**config.mk**
```make
export PLATFORM = sky130hd
export DESIGN_NAME = sincos_ctrl_flat
export DESIGN_NICKNAME = d
export VERILOG_FILES = /design/src/rtl/sincos_ctrl_if.sv /design/src/rtl/sincos_ctrl.sv /design/src/flat_wrapper.sv
export SDC_FILE = /design/constraint.sdc
export NUM_CORES = 1
export LEC_CHECK = 0
export BUFFER_PORTS_ARGS = -buffer_cell sky130_fd_sc_hd__buf_4
export CAP_MARGIN = 30
export CORE_MARGIN = 4
export CORE_UTILIZATION = 47
export CTS_CLUSTER_SIZE = 8
export DETAILED_ROUTE_END_ITERATION = 10
export PLACE_DENSITY = 0.8
export SLEW_MARGIN = 10
export SYNTH_ARGS = -nofsm -noshare
export SYNTH_HDL_FRONTEND = slang
export SYNTH_SLANG_ARGS = --single-unit
```
**constraint.sdc**
```tcl
create_clock -name clk -period 2.7 [get_ports clk]
set_input_delay 0.405 -clock clk [delete_from_list [all_inputs] [get_ports clk]]
set_output_delay 0.405 -clock clk [all_outputs]
set_load 0.03 [all_outputs]
```
**src/rtl/sincos_ctrl_if.sv**
```systemverilog
// Handshake and core-side bundle for sincos_ctrl; the slave modport is the controller's view.
interface sincos_ctrl_if;
    logic        in_valid;
    logic        in_ready;
    logic [31:0] in_data;
    logic        in_sel;
    logic        core_start;
    logic [31:0] core_x;
    logic        core_sel;
    logic        core_done;
    logic [31:0] core_result;
    logic        out_valid;
    logic        out_ready;
    logic [31:0] out_data;
    logic        out_invalid;
    logic        out_timeout;
    logic [2:0]  fsm_state;

    modport slave (
        input  in_valid, in_data, in_sel, core_done, core_result, out_ready,
        output in_ready, core_start, core_x, core_sel, out_valid, out_data,
        output out_invalid, out_timeout, fsm_state
    );

    modport master (
        output in_valid, in_data, in_sel, core_done, core_result, out_ready,
        input  in_ready, core_start, core_x, core_sel, out_valid, out_data,
        input  out_invalid, out_timeout, fsm_state
    );
endinterface

```
**src/rtl/sincos_ctrl.sv**
```systemverilog
// sincos_ctrl: classifies an IEEE-754 operand, answers specials directly, sequences the sin/cos core.
// Optional core-response watchdog is built only when SINCOS_TIMEOUT_EN is defined.
module sincos_ctrl #(
    parameter int TIMEOUT = 64,
    parameter int CNT_W   = 7
) (
    input logic          clk,
    input logic          rst,
    sincos_ctrl_if.slave bus
);
    // Handshakes: a transfer happens on a rising edge where valid && ready are both high;
    // valid, once raised, holds with stable data until that edge.
    localparam logic [2:0] S_IDLE  = 3'd0;
    localparam logic [2:0] S_CLASS = 3'd1;
    localparam logic [2:0] S_START = 3'd2;
    localparam logic [2:0] S_WAIT  = 3'd3;
    localparam logic [2:0] S_DONE  = 3'd4;

    localparam logic [31:0] QNAN = 32'h7FC0_0000;
    localparam logic [31:0] ONE  = 32'h3F80_0000;

    logic [2:0]  state;
    logic [31:0] x_q;
    logic        sel_q;
    logic [31:0] data_q;
    logic        invalid_q;
    logic        timeout_hit;
    logic        is_zero;
    logic        exp_ones;
    logic        frac_zero;

    assign is_zero   = (x_q[30:0] == 31'd0);
    assign exp_ones  = (x_q[30:23] == 8'hFF);
    assign frac_zero = (x_q[22:0] == 23'd0);

    always_ff @(posedge clk or posedge rst) begin
        if (rst) begin
            state     <= S_IDLE;
            x_q       <= 32'd0;
            sel_q     <= 1'b0;
            data_q    <= 32'd0;
            invalid_q <= 1'b0;
        end else begin
            case (state)
                S_IDLE: begin
                    if (bus.in_valid) begin
                        x_q   <= bus.in_data;
                        sel_q <= bus.in_sel;
                        state <= S_CLASS;
                    end
                end
                S_CLASS: begin
                    if (is_zero) begin
                        data_q    <= sel_q ? ONE : x_q;
                        invalid_q <= 1'b0;
                        state     <= S_DONE;
                    end else if (exp_ones && frac_zero) begin
                        data_q    <= QNAN;
                        invalid_q <= 1'b1;
                        state     <= S_DONE;
                    end else if (exp_ones) begin
                        // Quiet the NaN; only a signaling input raises invalid.
                        data_q    <= x_q | 32'h0040_0000;
                        invalid_q <= ~x_q[22];
                        state     <= S_DONE;
                    end else begin
                        state <= S_START;
                    end
                end
                S_START: state <= S_WAIT;
                S_WAIT: begin
                    if (bus.core_done) begin
                        data_q    <= bus.core_result;
                        invalid_q <= 1'b0;
                        state     <= S_DONE;
                    end else if (timeout_hit) begin
                        data_q    <= QNAN;
                        invalid_q <= 1'b0;
                        state     <= S_DONE;
                    end
                end
                S_DONE: begin
                    if (bus.out_ready) state <= S_IDLE;
                end
                default: state <= S_IDLE;
            endcase
        end
    end

`ifdef SINCOS_TIMEOUT_EN
    logic [CNT_W-1:0] cnt;
    logic             timeout_q;

    // The limit cycle is the TIMEOUT-th WAIT cycle; a core_done in that cycle still wins.
    assign timeout_hit = (state == S_WAIT) && !bus.core_done &&
                         (cnt == CNT_W'(TIMEOUT - 1));

    always_ff @(posedge clk or posedge rst) begin
        if (rst) begin
            cnt       <= '0;
            timeout_q <= 1'b0;
        end else begin
            if (state == S_START) cnt <= '0;
            else if (state == S_WAIT) cnt <= cnt + 1'b1;
            if (state == S_CLASS) timeout_q <= 1'b0;
            else if (state == S_WAIT) timeout_q <= timeout_hit;
        end
    end

    assign bus.out_timeout = timeout_q;
`else
    assign timeout_hit     = 1'b0;
    assign bus.out_timeout = 1'b0;
`endif

    assign bus.in_ready    = (state == S_IDLE);
    assign bus.core_start  = (state == S_START);
    assign bus.out_valid   = (state == S_DONE);
    assign bus.core_x      = x_q;
    assign bus.core_sel    = sel_q;
    assign bus.out_data    = data_q;
    assign bus.out_invalid = invalid_q;
    assign bus.fsm_state   = state;
endmodule

```
**src/flat_wrapper.sv**
```systemverilog
// flat-port wrapper written by rule: the top's interface ports become plain ports
module sincos_ctrl_flat 
#(
    parameter int TIMEOUT = 64,
    parameter int CNT_W   = 7
)
  (clk, rst, bus_in_valid, bus_in_data, bus_in_sel, bus_core_done, bus_core_result, bus_out_ready, bus_in_ready, bus_core_start, bus_core_x, bus_core_sel, bus_out_valid, bus_out_data, bus_out_invalid, bus_out_timeout, bus_fsm_state);
  sincos_ctrl_if bus_i ();
  input logic clk;
  input logic rst;
  input wire logic [$bits(bus_i.in_valid)-1:0] bus_in_valid;
  input wire logic [$bits(bus_i.in_data)-1:0] bus_in_data;
  input wire logic [$bits(bus_i.in_sel)-1:0] bus_in_sel;
  input wire logic [$bits(bus_i.core_done)-1:0] bus_core_done;
  input wire logic [$bits(bus_i.core_result)-1:0] bus_core_result;
  input wire logic [$bits(bus_i.out_ready)-1:0] bus_out_ready;
  output wire logic [$bits(bus_i.in_ready)-1:0] bus_in_ready;
  output wire logic [$bits(bus_i.core_start)-1:0] bus_core_start;
  output wire logic [$bits(bus_i.core_x)-1:0] bus_core_x;
  output wire logic [$bits(bus_i.core_sel)-1:0] bus_core_sel;
  output wire logic [$bits(bus_i.out_valid)-1:0] bus_out_valid;
  output wire logic [$bits(bus_i.out_data)-1:0] bus_out_data;
  output wire logic [$bits(bus_i.out_invalid)-1:0] bus_out_invalid;
  output wire logic [$bits(bus_i.out_timeout)-1:0] bus_out_timeout;
  output wire logic [$bits(bus_i.fsm_state)-1:0] bus_fsm_state;
  assign bus_i.in_valid = bus_in_valid;
  assign bus_i.in_data = bus_in_data;
  assign bus_i.in_sel = bus_in_sel;
  assign bus_i.core_done = bus_core_done;
  assign bus_i.core_result = bus_core_result;
  assign bus_i.out_ready = bus_out_ready;
  assign bus_in_ready = bus_i.in_ready;
  assign bus_core_start = bus_i.core_start;
  assign bus_core_x = bus_i.core_x;
  assign bus_core_sel = bus_i.core_sel;
  assign bus_out_valid = bus_i.out_valid;
  assign bus_out_data = bus_i.out_data;
  assign bus_out_invalid = bus_i.out_invalid;
  assign bus_out_timeout = bus_i.out_timeout;
  assign bus_fsm_state = bus_i.fsm_state;
  sincos_ctrl #(.TIMEOUT(TIMEOUT), .CNT_W(CNT_W)) u_core (.clk(clk), .rst(rst), .bus(bus_i));
endmodule
```
==> results of run 1 <==
-- area by class of cell --
| type | instances | area [um2] |
|---|---|---|
| clock buffers | 12 | 155 |
| clock inverters | 3 | 68.8 |
| fillers | 510 | 1960 |
| inverters | 26 | 97.6 |
| multi-input cells | 179 | 1230 |
| flip-flops and latches | 69 | 1730 |
| well taps | 77 | 96.3 |
| repair buffers | 149 | 1120 |
-- per-layer routing --
metal | vias up | GRT usage
met2 | 141 | 0.395
met1 | 1391 | 0.312
met3 | 19 | 0.0718
met5 | - | 0
met4 | 0 | 0.0842
li1 | 1331 | -
-- stage by stage --
stage	hold WS (ns)	setup slack (ns)	cells	instance area, um2	total power [mW]
finish	0.156	0.275	515	4500	6.64
global route	0.184	0.0609	515	4500	7.04
CTS	0.172	0.295	515	4500	6.66
detailed placement	0.499	0.312	500	4270	5.70
global placement	0.491	0.384	500	4270	5.59
floorplan	0.557	0.273	295	3170	4.32
-- registers in the layout (all words and copies together), names as in the netlist --
register / count
u_core.bus.out_invalid: 1
u_core.bus.fsm_state: 3
u_core.bus.core_x: 32
u_core.bus.core_sel: 1
u_core.bus.out_data: 32
-- path summary, 6_finish.rpt --
check	startpoint	end	slack [ns]	cells after the start
setup / recovery	u_core.bus.core_x[0]$_DFFE_PP0P_	u_core.bus.out_data[11]$_DFFE_PP0P_	0.28	6
hold / removal	rst	u_core.bus.out_data[11]$_DFFE_PP0P_	0.16	2
setup reg to reg	u_core.bus.core_x[0]$_DFFE_PP0P_	u_core.bus.out_data[11]$_DFFE_PP0P_	0.28	6
hold reg to reg	u_core.bus.out_data[24]$_DFFE_PP0P_	u_core.bus.out_data[24]$_DFFE_PP0P_	0.51	1
max in group asynchronous	rst	u_core.bus.out_data[10]$_DFFE_PP0P_	1.81	3
min in group clk	bus_in_data[0]	u_core.bus.core_x[0]$_DFFE_PP0P_	0.29	2
-- where the power goes --
group,leakage [nW],switching (mW),internal (mW)
clock,0.113,0.373,0.568
sequential,0.804,0.545,1.57
combinational,1.30,2.15,1.44
total,2.21,3.07,3.57
-- Yosys cell counts (all sizes together) (3+ instances only) --
cell type	instances	share of area
a32o	7	0.022
a32oi	22	0.061
and2	3	0.0059
buf	10	0.024
clkbuf	11	0.013
dfrtp	69	0.54
inv	26	0.031
mux2	35	0.12
nand2	45	0.053
nand4	3	0.0059
nor2	4	0.0047
nor3	4	0.0063
nor4	7	0.014
o21ai	25	0.039
or3	7	0.014
-- logic make-up (layout without fill, tap and decap cells) --
| family | count (synthesis) | after routing | synth area share |
|---|---|---|---|
| muxes | 36 | 36 | 0.127 |
| DFF | 69 | 69 | 0.544 |
| and+or+nand+nor | 79 | 79 | 0.116 |
| other | 1 | 1 | 0.00118 |
| buffers and inverters | 47 | 190 | 0.0678 |
| AOI/OAI and AO/OA | 63 | 63 | 0.143 |
==> reports/qor.txt, run 1 <==
Status: finished clean
Initial antenna violation count: 0
Antenna-violating nets left: 0
Router iterations before antenna repair: 4
Synth cell types: 34
Syn_nets: 365
Sequential cell area fraction in the yosys report: 0.544
Crit path capture type: flip-flop
Crit Path Category: flip-flop to flip-flop
Row count: 29
Crit-path slowest cell: o311a_1
Synthesis-to-finish area growth: 41.7%
Vias in the first global route: 3,032
Fin. max-slew vios: 0
First-pass GRT wire length: 15.7 mm
Post-synth top flop: dfrtp_1
Min-Delay Path Class: input port to asynchronous set/reset pin
Post-CTS Setup Inserts: 0
GR Util All Layers: 0.243
WL met2: 4.80 mm
Pleak: 2.21 nW
Ys Warns: 0
Highest Signal Layer: met4
Worst slew margin: 0.573
Fin. Hold Viols: 0
Grt ovf: 0
Initial Utilization: 0.491
Initial DRC count: 185
Post-layout min period: 2.42 ns
Routed WL per cell: 18.7 um
Worst Skew: 0.0162 ns
Util after Layout: 0.696
NumNets Final: 504
Critical Path Fanout Max: 12
Most common cell after layout, fill and taps aside: buf_4
Synth Cell Area: 3170 um2
Worst-Skew Late Latency: 0.34 ns
Post-synth EDFFs: 0
Diode count: 0
Drt total wl: 9.64 mm
RSZ-0062 raised after global routing: no
Worst IR Drop VDD: 0.770 mV
Metal3 WL: 713 um
Core ar.: 6460 um2
Largest net degree at the start of global routing: 34
Tightest Pin Transition: 0.640 ns
Die height: 90.2 um
Worst path buffer plus inverter count: 1
Routability cong.: 0.823
Clk slew on worst S/H paths: 0.08 ns
Flops & latches, synth: 69
Root buffer cell: clkbuf_8
Vias: 2,882
Average size of a mapped cell: 10.8 um2
Syn Inst Count: 295
TritonCTS clock tree: yes
Clock buffer depth: 2
Top delay family on crit path: simple AND/OR/NAND/NOR gates
Synth async-reset ratio: 1.00
H-tree depth: 3
CTS Buf Count: 9
Power Density: 1480 nW/um2
I/O pin count: 143
DRC: 0
DP Wirelength: 7.13 mm
Slowest stage delay, CP: 0.46 ns
Critical Path, Cell by Cell: nor4_1 > nand4_1 > o311a_1 > nor2b_2 > buf_4 > a32oi_1
Clk sinks: 69
CTS resizes: 0
Die area: 8130 um2
Vias per cell: 5.60
MaxCap Viol Count: 0
# hold bufs at CTS: 0
Commonest cells after routing, fill and taps aside: buf_4, dfrtp_1, nand2_1, mux2_2, inv_1
Layout cells sized above 1: 0.461
Critical path required time: 2.90 ns
FMAX: 0.412 GHz
WL met1: 3.90 mm
Startpoint type of the worst setup path: flip-flop
Die span in x: 90.2 um
Port buffer count: 141
Final setup viols: 0
Worst EP arrival: 2.62 ns
Total Neg Setup Slack: 0 ns
Final Cycle Share: 0.898
Note: power is estimated with default switching activity, not from simulation.
==> run 2, diff against run 1 <==
--- a/config.mk
+++ b/config.mk
@@ -11,7 +11,7 @@
 export CORE_UTILIZATION = 47
 export CTS_CLUSTER_SIZE = 8
 export DETAILED_ROUTE_END_ITERATION = 10
-export PLACE_DENSITY = 0.8
+export PLACE_DENSITY = 0.9
 export SLEW_MARGIN = 10
 export SYNTH_ARGS = -nofsm -noshare
 export SYNTH_HDL_FRONTEND = slang
==> run 2 against run 1 <==
Effect of this change: utilization rose by 0.60 points; critical path depth did not move; clock power rose by 13%; via count rose by 1.1%; register-to-register slack got worse by 0.11 ns; highest routed layer unchanged; fmax fell by 4.4%; routed wire length fell by 1.3%; critical endpoint is now u_core.bus.out_data[19]$_DFFE_PP0P_; cell count did not move; critical path type unchanged; sequential cell count did not move; die area did not move; first-iteration DRC count rose by 0.54%.
==> reports/qor.txt, run 2 (synthesized netlist as in run 1, its figures left out) <==
Final setup viols: 0 (unchanged)
Fin cells: 515 (unchanged)
Status: finished clean
Largest net degree at the start of global routing: 43 (+26%)
Initial DRC count: 186 (+0.54%)
Die span in x: 90.2 um (unchanged)
Worst slew margin: 0.569 (-0.00393)
Antenna-violating nets left: 0 (unchanged)
DP Wirelength: 6.92 mm (-3.0%)
Critical path required time: 2.90 ns (about the same)
Slowest stage delay, CP: 0.48 ns (+0.02 ns)
Port buffer count: 141 (unchanged)
TritonCTS clock tree: yes
H-tree depth: 3 (unchanged)
Diode count: 0 (unchanged)
Fin. max-slew vios: 0 (unchanged)
Most common cell after layout, fill and taps aside: buf_4
Worst Skew: 0.00909 ns (-0.00709 ns)
Power Density: 1490 nW/um2 (+0.80%)
Worst EP arrival: 2.73 ns (+0.11 ns)
CTS Buf Count: 9 (unchanged)
# fillers: 485 (-4.9%)
DRC: 0 (unchanged)
GR Util All Layers: 0.233 (-0.0106)
Die height: 90.2 um (unchanged)
Multi-input logic area: 1230 um2 (unchanged)
Root buffer cell: clkbuf_8
Clk slew on worst S/H paths: 0.08 ns (about the same)
Post-layout min period: 2.54 ns (+0.110 ns)
Final Cycle Share: 0.939 (+0.0409)
Routability cong.: 0.846 (+2.7%)
Crit Path Category: flip-flop to flip-flop
Min-Delay Path Class: input port to asynchronous set/reset pin
Critical Path Fanout Max: 12 (unchanged)
Critical Path, Cell by Cell: nor4_1 > nand4_1 > o311a_1 > nor2b_2 > buf_4 > a32oi_1
Sequential standard cell area: 1730 um2 (unchanged)
Commonest cells after routing, fill and taps aside: buf_4, dfrtp_1, nand2_1, mux2_2, inv_1
Fin. Hold Viols: 0 (unchanged)
Clk sinks: 69 (unchanged)
Router iterations before antenna repair: 5 (+1)
Initial antenna violation count: 0 (unchanged)
Synthesis-to-finish area growth: 42.9%
# hold bufs at CTS: 0 (unchanged)
First-pass GRT wire length: 15.2 mm (-3.5%)
Crit-path slowest cell: o311a_1
Inst Count DP: 499 (-0.20%)
Layout cells sized above 1: 0.463 (+0.00228)
RR Startpoint: u_core.bus.core_x[0]$_DFFE_PP0P_
Grt ovf: 0 (unchanged)
CTS resizes: 0 (unchanged)
Vias per cell: 5.66 (+1.1%)
Critical R2R Capture: u_core.bus.out_data[19]$_DFFE_PP0P_
Total Neg Setup Slack: 0 ns (unchanged)
R2R depth: 6 (unchanged)
Crit path capture type: flip-flop
Initial Utilization: 0.491 (unchanged)
Pleak: 2.23 nW (+0.58%)
RSZ-0062 raised after global routing: no
Drt total wl: 9.52 mm (-1.3%)
Vias in the first global route: 2,975 (-1.9%)
Vias: 2,914 (+1.1%)
NumNets Final: 503 (-0.20%)
Worst IR Drop VDD: 0.744 mV (-3.4%)
Post-CTS Setup Inserts: 0 (unchanged)
Core ar.: 6460 um2 (unchanged)
Tightest Pin Transition: 0.642 ns (+0.00188 ns)
Routed WL per cell: 18.5 um (-1.3%)
Worst-Skew Late Latency: 0.34 ns (about the same)
MaxCap Viol Count: 0 (unchanged)
Reg2reg setup slack: 0.16 ns (-0.11 ns)
FMAX: 0.394 GHz (-4.4%)
Die area: 8130 um2 (unchanged)
Startpoint type of the worst setup path: flip-flop
Row count: 29 (unchanged)
Clock buffer depth: 2 (unchanged)
I/O pin count: 143 (unchanged)
[run 2: cell types whose count changed in the layout (fill, tap and decap cells not counted), sizes merged]
cell,change
bufinv,+1
clkinvlp,+1
buf,-1
clkbuf,-1
[run 2: critical path: cells and delay by family (launching register included)]
family	cells	cell delay (ns)
AND/OR/NAND/NOR	3	1.09
buffers and inverters	1	0.28
AO/OA/AOI/OAI	2	0.60
flip-flops	1	0.42
[run 2: final cells by class]
type | count | share of cell area
flip-flops and latches | 69 | 0.381
multi-input cells | 179 | 0.272
repair buffers | 148 | 0.248
clock buffers | 11 | 0.0334
clock inverters | 5 | 0.0234
inverters | 26 | 0.0215
well taps | 77 | 0.0212
[run 2: where the power goes]
part | leakage [nW] | switching (mW) | internal, mW | total [mW]
Combinational | 1.30 | 2.15 | 1.44 | 3.59
Sequential | 0.804 | 0.539 | 1.57 | 2.10
Clock | 0.126 | 0.393 | 0.666 | 1.06
Total | 2.23 | 3.08 | 3.67 | 6.75
[run 2: worst max path at each step]
stage | startpoint | endpoint | slack, ns | depth (start not counted)
final | u_core.bus.core_x[0]$_DFFE_PP0P_ | u_core.bus.out_data[19]$_DFFE_PP0P_ | 0.16 | 6
after detailed placement | u_core.bus.core_x[0]$_DFFE_PP0P_ | u_core.bus.out_data[19]$_DFFE_PP0P_ | 0.24 | 6
after CTS | u_core.bus.core_x[0]$_DFFE_PP0P_ | u_core.bus.out_data[19]$_DFFE_PP0P_ | 0.20 | 6
after floorplan | u_core.bus.fsm_state[0]$_DFFE_PP0P_ | u_core.bus.core_x[0]$_DFFE_PP0P_ | 0.27 | 5
after global placement | u_core.bus.core_x[0]$_DFFE_PP0P_ | u_core.bus.out_data[21]$_DFFE_PP0P_ | 0.31 | 6
after global routing | u_core.bus.core_x[0]$_DFFE_PP0P_ | u_core.bus.out_data[12]$_DFFE_PP0P_ | 0.03 | 6
[run 2: routing by layer]
| metal | global-route usage | share of wire | vias to the layer above |
|---|---|---|---|
| met2 | 0.385 | 0.50 | 153 |
| met4 | 0.0957 | 0.027 | 0 |
| met3 | 0.0451 | 0.067 | 23 |
| li1 | - | - | 1325 |
| met5 | 0 | 0 | - |
| met1 | 0.300 | 0.40 | 1413 |
[run 2: per-stage QoR]
step,utilization,area (um2),hold WS (ns),setup WS (ns),power [mW]
3_5_place_dp,0.662,4280,0.489,0.237,5.68
6_report,0.702,4540,0.145,0.165,6.75
3_3_place_gp,0.662,4280,0.488,0.311,5.56
5_1_grt,0.702,4540,0.184,0.0337,7.10
2_1_floorplan,-,3170,0.557,0.273,4.32
4_1_cts,0.702,4540,0.162,0.203,6.77
